**src/rtl/mem_port_arbiter_pkg.sv**
```systemverilog
// Shared types and defaults for the two-requester memory port arbiter.
package mem_port_arbiter_pkg;

    localparam int DEF_ADDR_W = 14;
    localparam int DEF_DATA_W = 16;

    // Explicit encodings so external checkers can decode the debug state bus.
    localparam logic [1:0] ST_IDLE = 2'd0;
    localparam logic [1:0] ST_BUSY = 2'd1;
    localparam logic [1:0] ST_RESP = 2'd2;

    typedef enum logic [1:0] {
        IDLE = ST_IDLE,
        BUSY = ST_BUSY,
        RESP = ST_RESP
    } arb_state_t;

    typedef enum logic {
        MEM_READ  = 1'b0,
        MEM_WRITE = 1'b1
    } mem_op_t;

endpackage

```
**src/rtl/mem_port_arbiter_rr_arbiter2.sv**
```systemverilog
// Two-input round-robin grant. Before the first completed transaction
// (last_valid_i = 0) requester 0 wins a tie; afterwards a tie goes to the
// requester that was not granted last.
module rr_arbiter2 (
    input  logic [1:0] active_i,
    input  logic       last_grant_i,
    input  logic       last_valid_i,
    output logic       grant_o,
    output logic       grant_valid_o
);

    logic prefer;

    assign prefer        = last_valid_i & ~last_grant_i;
    assign grant_valid_o = |active_i;

    // Pick the preferred requester on a tie, otherwise the only active one.
    always_comb begin
        grant_o = 1'b0;
        if (active_i == 2'b11) begin
            grant_o = prefer;
        end else if (active_i[1]) begin
            grant_o = 1'b1;
        end
    end

endmodule

```
**src/rtl/mem_port_arbiter.sv**
```systemverilog
// Shares one memory port between two requesters, one transaction at a time,
// round-robin on contention, with registered memory-side outputs.
// Optional feature: define MEM_TIMEOUT_EN to complete a BUSY transaction with
// err after TIMEOUT cycles without mem_resp. Without it, BUSY waits forever and
// err is tied low.
//
// Handshake: a requester raises load or store (store wins if both) and holds
// it with a stable address until done pulses for one cycle; it must drop the
// request the cycle after done. The memory sees cs plus one strobe held until
// it answers with a one-cycle mem_resp; read data is sampled on that cycle.
module mem_port_arbiter
    import mem_port_arbiter_pkg::*;
#(
    parameter int ADDR_W  = DEF_ADDR_W,
    parameter int DATA_W  = DEF_DATA_W,
    parameter int TIMEOUT = 255
) (
    input  logic                   clk,
    input  logic                   reset_n,
    input  logic [1:0]             load,
    input  logic [1:0]             store,
    input  logic [1:0][ADDR_W-1:0] addr,
    input  logic [1:0][DATA_W-1:0] wdata,
    output logic [1:0]             done,
    output logic [DATA_W-1:0]      rdata,
    output logic [1:0]             err,
    output logic                   cs,
    output logic                   read_req,
    output logic                   write_req,
    output logic [ADDR_W-1:0]      addrout,
    output logic [DATA_W-1:0]      datatomem,
    input  logic [DATA_W-1:0]      datafrommem,
    input  logic                   mem_resp,
    output arb_state_t             dbg_state_o
);

    arb_state_t        state_q, state_d;
    mem_op_t           op_q, op_d;
    logic              grant_q, grant_d;
    logic              last_grant_q, last_grant_d;
    logic              last_valid_q, last_valid_d;
    logic [ADDR_W-1:0] addr_q, addr_d;
    logic [DATA_W-1:0] wdata_q, wdata_d;
    logic [DATA_W-1:0] rdata_q, rdata_d;
    logic              cs_q, cs_d;
    logic              rd_q, rd_d;
    logic              wr_q, wr_d;
    logic [1:0]        done_q, done_d;

    logic [1:0]        active;
    logic              gnt;
    logic              gnt_valid;
    mem_op_t           new_op;

`ifdef MEM_TIMEOUT_EN
    localparam logic [7:0] TO_LAST = 8'(TIMEOUT - 1);
    logic [7:0] cnt_q, cnt_d;
    logic [1:0] err_q, err_d;
`else
    logic unused_timeout;
    assign unused_timeout = (TIMEOUT != 0);
`endif

    assign active = load | store;
    assign new_op = store[gnt] ? MEM_WRITE : MEM_READ;

    rr_arbiter2 u_rr (
        .active_i      (active),
        .last_grant_i  (last_grant_q),
        .last_valid_i  (last_valid_q),
        .grant_o       (gnt),
        .grant_valid_o (gnt_valid)
    );

    // Next-state logic for the IDLE -> BUSY -> RESP transaction sequence.
    always_comb begin
        state_d      = state_q;
        op_d         = op_q;
        grant_d      = grant_q;
        last_grant_d = last_grant_q;
        last_valid_d = last_valid_q;
        addr_d       = addr_q;
        wdata_d      = wdata_q;
        rdata_d      = rdata_q;
        cs_d         = cs_q;
        rd_d         = rd_q;
        wr_d         = wr_q;
        done_d       = 2'b00;
`ifdef MEM_TIMEOUT_EN
        cnt_d        = cnt_q;
        err_d        = 2'b00;
`endif
        case (state_q)
            IDLE: begin
                if (gnt_valid) begin
                    grant_d = gnt;
                    op_d    = new_op;
                    addr_d  = addr[gnt];
                    wdata_d = wdata[gnt];
                    cs_d    = 1'b1;
                    rd_d    = (new_op == MEM_READ);
                    wr_d    = (new_op == MEM_WRITE);
                    state_d = BUSY;
`ifdef MEM_TIMEOUT_EN
                    cnt_d   = 8'd0;
`endif
                end
            end
            BUSY: begin
                if (mem_resp) begin
                    if (op_q == MEM_READ) begin
                        rdata_d = datafrommem;
                    end
                    cs_d             = 1'b0;
                    rd_d             = 1'b0;
                    wr_d             = 1'b0;
                    done_d[grant_q]  = 1'b1;
                    state_d          = RESP;
`ifdef MEM_TIMEOUT_EN
                end else if (cnt_q == TO_LAST) begin
                    cs_d             = 1'b0;
                    rd_d             = 1'b0;
                    wr_d             = 1'b0;
                    done_d[grant_q]  = 1'b1;
                    err_d[grant_q]   = 1'b1;
                    state_d          = RESP;
                end else begin
                    cnt_d = cnt_q + 8'd1;
`endif
                end
            end
            RESP: begin
                last_grant_d = grant_q;
                last_valid_d = 1'b1;
                state_d      = IDLE;
            end
            default: begin
                state_d = IDLE;
            end
        endcase
    end

    // State and output registers; reset aborts any transaction in flight.
    always_ff @(posedge clk or negedge reset_n) begin
        if (!reset_n) begin
            state_q      <= IDLE;
            op_q         <= MEM_READ;
            grant_q      <= 1'b0;
            last_grant_q <= 1'b0;
            last_valid_q <= 1'b0;
            addr_q       <= '0;
            wdata_q      <= '0;
            rdata_q      <= '0;
            cs_q         <= 1'b0;
            rd_q         <= 1'b0;
            wr_q         <= 1'b0;
            done_q       <= 2'b00;
        end else begin
            state_q      <= state_d;
            op_q         <= op_d;
            grant_q      <= grant_d;
            last_grant_q <= last_grant_d;
            last_valid_q <= last_valid_d;
            addr_q       <= addr_d;
            wdata_q      <= wdata_d;
            rdata_q      <= rdata_d;
            cs_q         <= cs_d;
            rd_q         <= rd_d;
            wr_q         <= wr_d;
            done_q       <= done_d;
        end
    end

`ifdef MEM_TIMEOUT_EN
    // Wait counter and error flag for the BUSY timeout.
    always_ff @(posedge clk or negedge reset_n) begin
        if (!reset_n) begin
            cnt_q <= 8'd0;
            err_q <= 2'b00;
        end else begin
            cnt_q <= cnt_d;
            err_q <= err_d;
        end
    end
    assign err = err_q;
`else
    assign err = 2'b00;
`endif

    assign done        = done_q;
    assign rdata       = rdata_q;
    assign cs          = cs_q;
    assign read_req    = rd_q;
    assign write_req   = wr_q;
    assign addrout     = addr_q;
    assign datatomem   = wdata_q;
    assign dbg_state_o = state_q;

endmodule

```
**config.mk**
```make
export PLATFORM = sky130hd
export DESIGN_NAME = mem_port_arbiter
export DESIGN_NICKNAME = d
export VERILOG_FILES = /design/src/rtl/mem_port_arbiter_pkg.sv /design/src/rtl/mem_port_arbiter_rr_arbiter2.sv /design/src/rtl/mem_port_arbiter.sv
export SDC_FILE = /design/constraint.sdc
export NUM_CORES = 1
export LEC_CHECK = 0
export ABC_CLOCK_PERIOD_IN_PS = 2000
export BUFFER_PORTS_ARGS = -buffer_cell sky130_fd_sc_hd__buf_4
export CORE_UTILIZATION = 44
export CTS_BUF_LIST = sky130_fd_sc_hd__clkbuf_16
export DETAILED_ROUTE_END_ITERATION = 7
export HOLD_SLACK_MARGIN = 0.15
export PLACE_DENSITY = 0.8
export SETUP_SLACK_MARGIN = 0.15
export SYNTH_ARGS = -nofsm -noshare
export SYNTH_HDL_FRONTEND = slang
export SYNTH_SLANG_ARGS = --single-unit
```
**constraint.sdc**
```tcl
create_clock -name clk -period 2 [get_ports clk]
set_clock_uncertainty 0.2 [all_clocks]
set_input_delay 0.2 -clock clk [delete_from_list [all_inputs] [get_ports clk]]
set_output_delay 0.2 -clock clk [all_outputs]
set_load 0.05 [all_outputs]
```
=== Word-level counts from Yosys, hierarchy flattened ===
Cells that the tools add are included.

* Multiplexer cells: 23
* Reduce and logical (&&, ||, !) cells: 8
* Bitwise gates (word level): 5
* $lt $le $gt $ge: 3
* Equality and inequality tests: 5

{| class="wikitable"
|+ Operators by type and width
! operator !! number
|-
| $mux W16 || 2
|-
| $mux W14 || 2
|-
| $mux W1 || 10
|-
| $mux W2 || 4
|-
| $pmux W1 S2 || 3
|-
| $reduce_and A3 Y1 || 2
|-
| $eq A2 B2 Y1 const B || 2
|-
| $lt A1 B2 Y1 const B || 2
|-
| $ne A2 B2 Y1 const B || 2
|-
| $pmux W2 S2 || 1
|-
| $reduce_and A2 Y1 || 2
|-
| $not A1 Y1 || 3
|-
| $eq A2 B1 Y1 const B || 1
|-
| $logic_not A2 Y1 || 1
|-
| $or A2 B2 Y2 || 1
|-
| $reduce_bool A2 Y1 || 1
|-
| $reduce_or A2 Y1 || 1
|-
| $and A1 B1 Y1 || 1
|-
| $demux W1 S1 || 1
|-
| $ge A1 B1 Y1 const B || 1
|-
| $logic_and A1 B1 Y1 || 1
|}

* Bits of input ports: 83
* Bits in registers: 57
* Output and inout port bits: 55

=== Depth between registers and ports, before layout ===
* Depth after elaboration: 9
* Gate-level depth with buffers: 6
* Depth with buffers taken out: 4

=== By module ===
Synthesis repeated with hierarchy kept, for this count alone.

* Cell total of the unflattened synthesis: 209
* Area total of the unflattened synthesis: 2582.5 um2

{| class="wikitable"
|+ By module, submodules not included
! module !! instances !! area each (um2) !! cells an instance !! seq. area each (um2)
|-
| mem_port_arbiter || 1 || 2562.5 || 206 || 1426.4
|-
| rr_arbiter2 || 1 || 20.0 || 3 || 0.0
|}

=== Worst setup path before layout ===
No wires, ideal clock.

* Path type: register to register
* Start: register state_q[0] (netlist: dbg_state_o[0])
* End: register rdata_q[0] (netlist: rdata[0])
* Clock period less this slack: 1.928 ns
* Arrival time: 1.603 ns
* Slack: 0.072 ns
* Stages on the path, launching flop included: 5
* Library setup time: 0.125 ns
* Cells stage by stage: dfrtp_1 -> nand3b_4 -> nor2_4 -> buf_6 -> mux2_2

* Longest elaborated chain between the ends: 2

{| class="wikitable"
|+ RTL lines
! item !! RTL line !! source
|-
| start: declaration || mem_port_arbiter.sv:37 || <nowiki>arb_state_t state_q, state_d;</nowiki>
|-
| start signal: assignment || mem_port_arbiter.sv:159 || <nowiki>state_q <= state_d;</nowiki>
|-
| $eq A2 B1 Y1 || mem_port_arbiter.sv:93 || <nowiki>case (state_q)</nowiki>
|-
| $reduce_and A3 Y1 (no source line) || - ||
|-
| end signal: assignment || mem_port_arbiter.sv:166 || <nowiki>rdata_q <= rdata_d;</nowiki>
|-
| end: declaration || mem_port_arbiter.sv:44 || <nowiki>logic [DATA_W-1:0] rdata_q, rdata_d;</nowiki>
|}

Every way passes these cells.
A chain may end at the register's enable or synchronous reset.

=== Worst setup path after layout ===
* Start: input port store[0]
* End: register addr_q[2] (netlist: addrout[2])

* Longest elaborated chain between the ends: 5

{| class="wikitable"
|+ RTL lines
! item !! RTL line !! source
|-
| start: declaration || mem_port_arbiter.sv:21 || <nowiki>input logic [1:0] store,</nowiki>
|-
| $or A2 B2 Y2 * || mem_port_arbiter.sv:64 || <nowiki>assign active = load | store;</nowiki>
|-
| $eq A2 B2 Y1 || mem_port_arbiter_rr_arbiter2.sv:20 || <nowiki>if (active_i == 2'b11) begin</nowiki>
|-
| $mux W1 || mem_port_arbiter_rr_arbiter2.sv:20 ||
|-
| $mux W14 (not written as such) (2 in series) || mem_port_arbiter.sv:98 || <nowiki>addr_d = addr[gnt];</nowiki>
|-
| end signal: assignment || mem_port_arbiter.sv:164 || <nowiki>addr_q <= addr_d;</nowiki>
|-
| end: declaration || mem_port_arbiter.sv:42 || <nowiki>logic [ADDR_W-1:0] addr_q, addr_d;</nowiki>
|}

Mark *: on every way between the ends. The rest lies on a longest branch, timed or not. The select of a mux whose other input is x is not followed.

==> results.md <==
- Netlist Area Pre-Place: 2469 µm²
- Clk_lat worst skew: 0.31 ns
- Sequential element share of the synthesized area: 57.78%
- Flop pwr share: 26.3%
- VDD IR-drop max: 1.072 mV
- Vias in the first global route: 2967
- Fillers: 239
- Max FO, Critical Path: 21
- Number of flops mapped to enable cells by yosys: 0
- GRT Total Usage: 34.22%
- Hold_ws: 0.2110 ns
- Synth Area per Inst: 10.08 µm²
- WP data arrival: 1.75 ns
- First drt pass iteration count: 5
- Post-detail-place hpwl: 4647 µm
- Slew Limit Fails: 0
- Fmax achieved: 0.5671 GHz
- Final Hold Vio Count: 0
- PwrDens: 1757 nW/µm²
- Final core occ: 87.65%
- Largest net degree at the start of global routing: 58
- CTS max path bufs: 2
- Final setup margin: 0.2365 ns
- Commonest non-fill, non-tap cells in the layout: buf_4, dlygate4sd3_1, a21oi_1
- Sw power: 0.004061 W
- Relative slew margins: 54.11%
- Crit end category: flip-flop
- CTS H-Tree Depth: 3
- Clock Tree Root: clkbuf_16
- CTS Buf Count: 9
- Routed wire length: 9763 µm
- # IOs: 138
- Final min period: 1.763 ns
- Worst path max stage delay: 0.53 ns
- WS Path Type: in -> reg
- Async S/R FF share, synth: 100.0%
- Mapped Cells: 245
- Most common cell after layout, fill and taps aside: buf_4
- Routed vias/inst: 5.364
- DRT iter0 DRCs: 193
- HP Class: in -> reg
- Leakage: 2.197 nW
- Clk pwr share: 15.9%
- DR WL/cell: 18.05 µm
- Cell variety after synth: 26
- Setup violators final: 0
- Post-synth top flop: dfrtp_1
- FF-to-FF setup slack: 0.36 ns
- Req. time, crit path: 1.99 ns
- Final Cycle Share: 88.17%
- Status: complete, no violations
- ANT nets after route: 0
- Sw Ratio: 50.05%
- Fin nets: 548
- Initial core utilization: 46.84%
- Slowest cell on the critical path: dlygate4sd3_1
- Max-cap violations: 0
- Setup TNS: 0 ns
- Worst-Margin Slew: 0.6883 ns
- CP Cell Sequence: dlygate4sd3_1 > buf_4 > nor2_4 > a211o_1 > buf_4 > a21oi_1 > a21oi_1
- Clk slew on worst S/H paths: 0.05 ns
- First-pass GRT wire length: 15200 µm
- FP Rows: 26
- Area growth, synth to finish: 87.13%
- Die X: 76.91 µm
- Vias: 2902
- Initial antenna violation count: 1
- Sink Count: 57
- Comb pwr share: 57.8%
- Ys Warns: 0
- # DRC: 0
- Grt total ovfl: 0
- Buffers on Ports: 135
- RSZ-0062 raised after global routing: yes
- Int Power: 0.004054 W
- CTS tree: yes
- Die span in y: 76.91 µm
- Die Area: 5914 µm²
- Place WS: 0.2399 ns
- Layout cells sized above 1: 37.02%
- Routability cong.: 0.7461
- Worst setup SP type: input pin
- CORE AREA: 5270 µm²
- Count of state elements after synthesis: 57
==> flip-flops by register name, summed over array words and instances, names as in the netlist <==
signal        flops
last_grant_q      1
op_q              1
rdata            16
last_valid_q      1
addrout          14
datatomem        16
read_req          1
dbg_state_o       2
cs                1
done              2
write_req         1
grant_q           1
==> worst max-delay path: cells and delay by family <==
kind | cells | cell delay, ns
buffers and inverters | 3 | 0.87
AO/OA/AOI/OAI | 3 | 0.62
AND/OR/NAND/NOR | 1 | 0.05
==> cells by family (layout without fill, tap and decap cells) <==
family	count (synthesis)	count (layout)	share of synthesized area, %
muxes	16	16	7.298
and+or+nand+nor	84	84	14.80
other	1	3	0.1519
DFF	57	57	57.78
AOI/OAI and AO/OA	69	69	15.05
buffers and inverters	18	242	4.916
==> synth_stat cells, types with 3 or more instances <==
| cell type | instances | share of area [%] |
|---|---|---|
| a21oi_1 | 60 | 12 |
| dfrtp_1 | 57 | 58 |
| nand2_1 | 38 | 5.8 |
| nor2_1 | 34 | 5.2 |
| mux2_2 | 11 | 5.0 |
| buf_2 | 7 | 1.4 |
| buf_6 | 5 | 2.3 |
| mux2_1 | 5 | 2.3 |
| nand2b_1 | 4 | 1.0 |
| o21ai_0 | 3 | 0.61 |
==> metal layers <==
metal,global-route usage (%),up-vias,wire (µm)
li1,-,1267,-
met1,38.18,1380,3554
met2,61.34,217,5051
met3,7.143,38,825
met4,17.12,0,331
met5,0,-,0
==> path summary, 6_finish.rpt <==
check,start,end,cells after the start
max in group asynchronous,reset_n,dbg_state_o[1]$_DFFE_PN0P_,2
setup reg to reg,dbg_state_o[1]$_DFFE_PN0P_,rdata[8]$_DFFE_PN0P_,4
hold / removal,load[1],addrout[8]$_DFFE_PN0P_,5
hold reg to reg,grant_q$_DFFE_PN0P_,done[0]$_DFF_PN0_,1
setup / recovery,store[0],addrout[2]$_DFFE_PN0P_,7
min in group asynchronous,reset_n,rdata[11]$_DFFE_PN0P_,2
==> what timing repair did <==
item | CTS | global route
hold endpoints to repair | 111 | 0
resized for setup | 0 | 3
hold buffers | 81 | 0
setup endpoints to repair | 0 | 25
setup buffers | 0 | 1
==> area by class of cell <==
class / instances / area (µm²) / share of cell area [%]
flip-flops and latches: 57 / 1429 / 30.93
well taps: 70 / 87.58 / 1.896
clock inverters: 7 / 28.78 / 0.6230
repair buffers: 224 / 1898 / 41.09
diodes: 1 / 2.502 / 0.05417
inverters: 2 / 7.507 / 0.1625
multi-input cells: 171 / 940.9 / 20.37
clock buffers: 9 / 225.2 / 4.875
==> power by group through the flow <==
stage | logic [W] | registers (W) | clock network, W
5_1_grt | 0.00491 | 0.00219 | 0.00135
3_5_place_dp | 0.00435 | 0.00209 | 0
2_1_floorplan | 0.00124 | 0.00389 | 0
6_report | 0.00469 | 0.00213 | 0.00129
4_1_cts | 0.00448 | 0.00208 | 0.00130
3_3_place_gp | 0.00430 | 0.00206 | 0
==> through the flow <==
step	power (W)	cell area, µm²	cells
finish	0.008115	4619	541
global route	0.008441	4619	541
CTS	0.007864	4593	540
detailed placement	0.006440	3528	443
global placement	0.006359	3528	443
floorplan	0.005132	2475	246
Power figures use the tool's default switching activity.
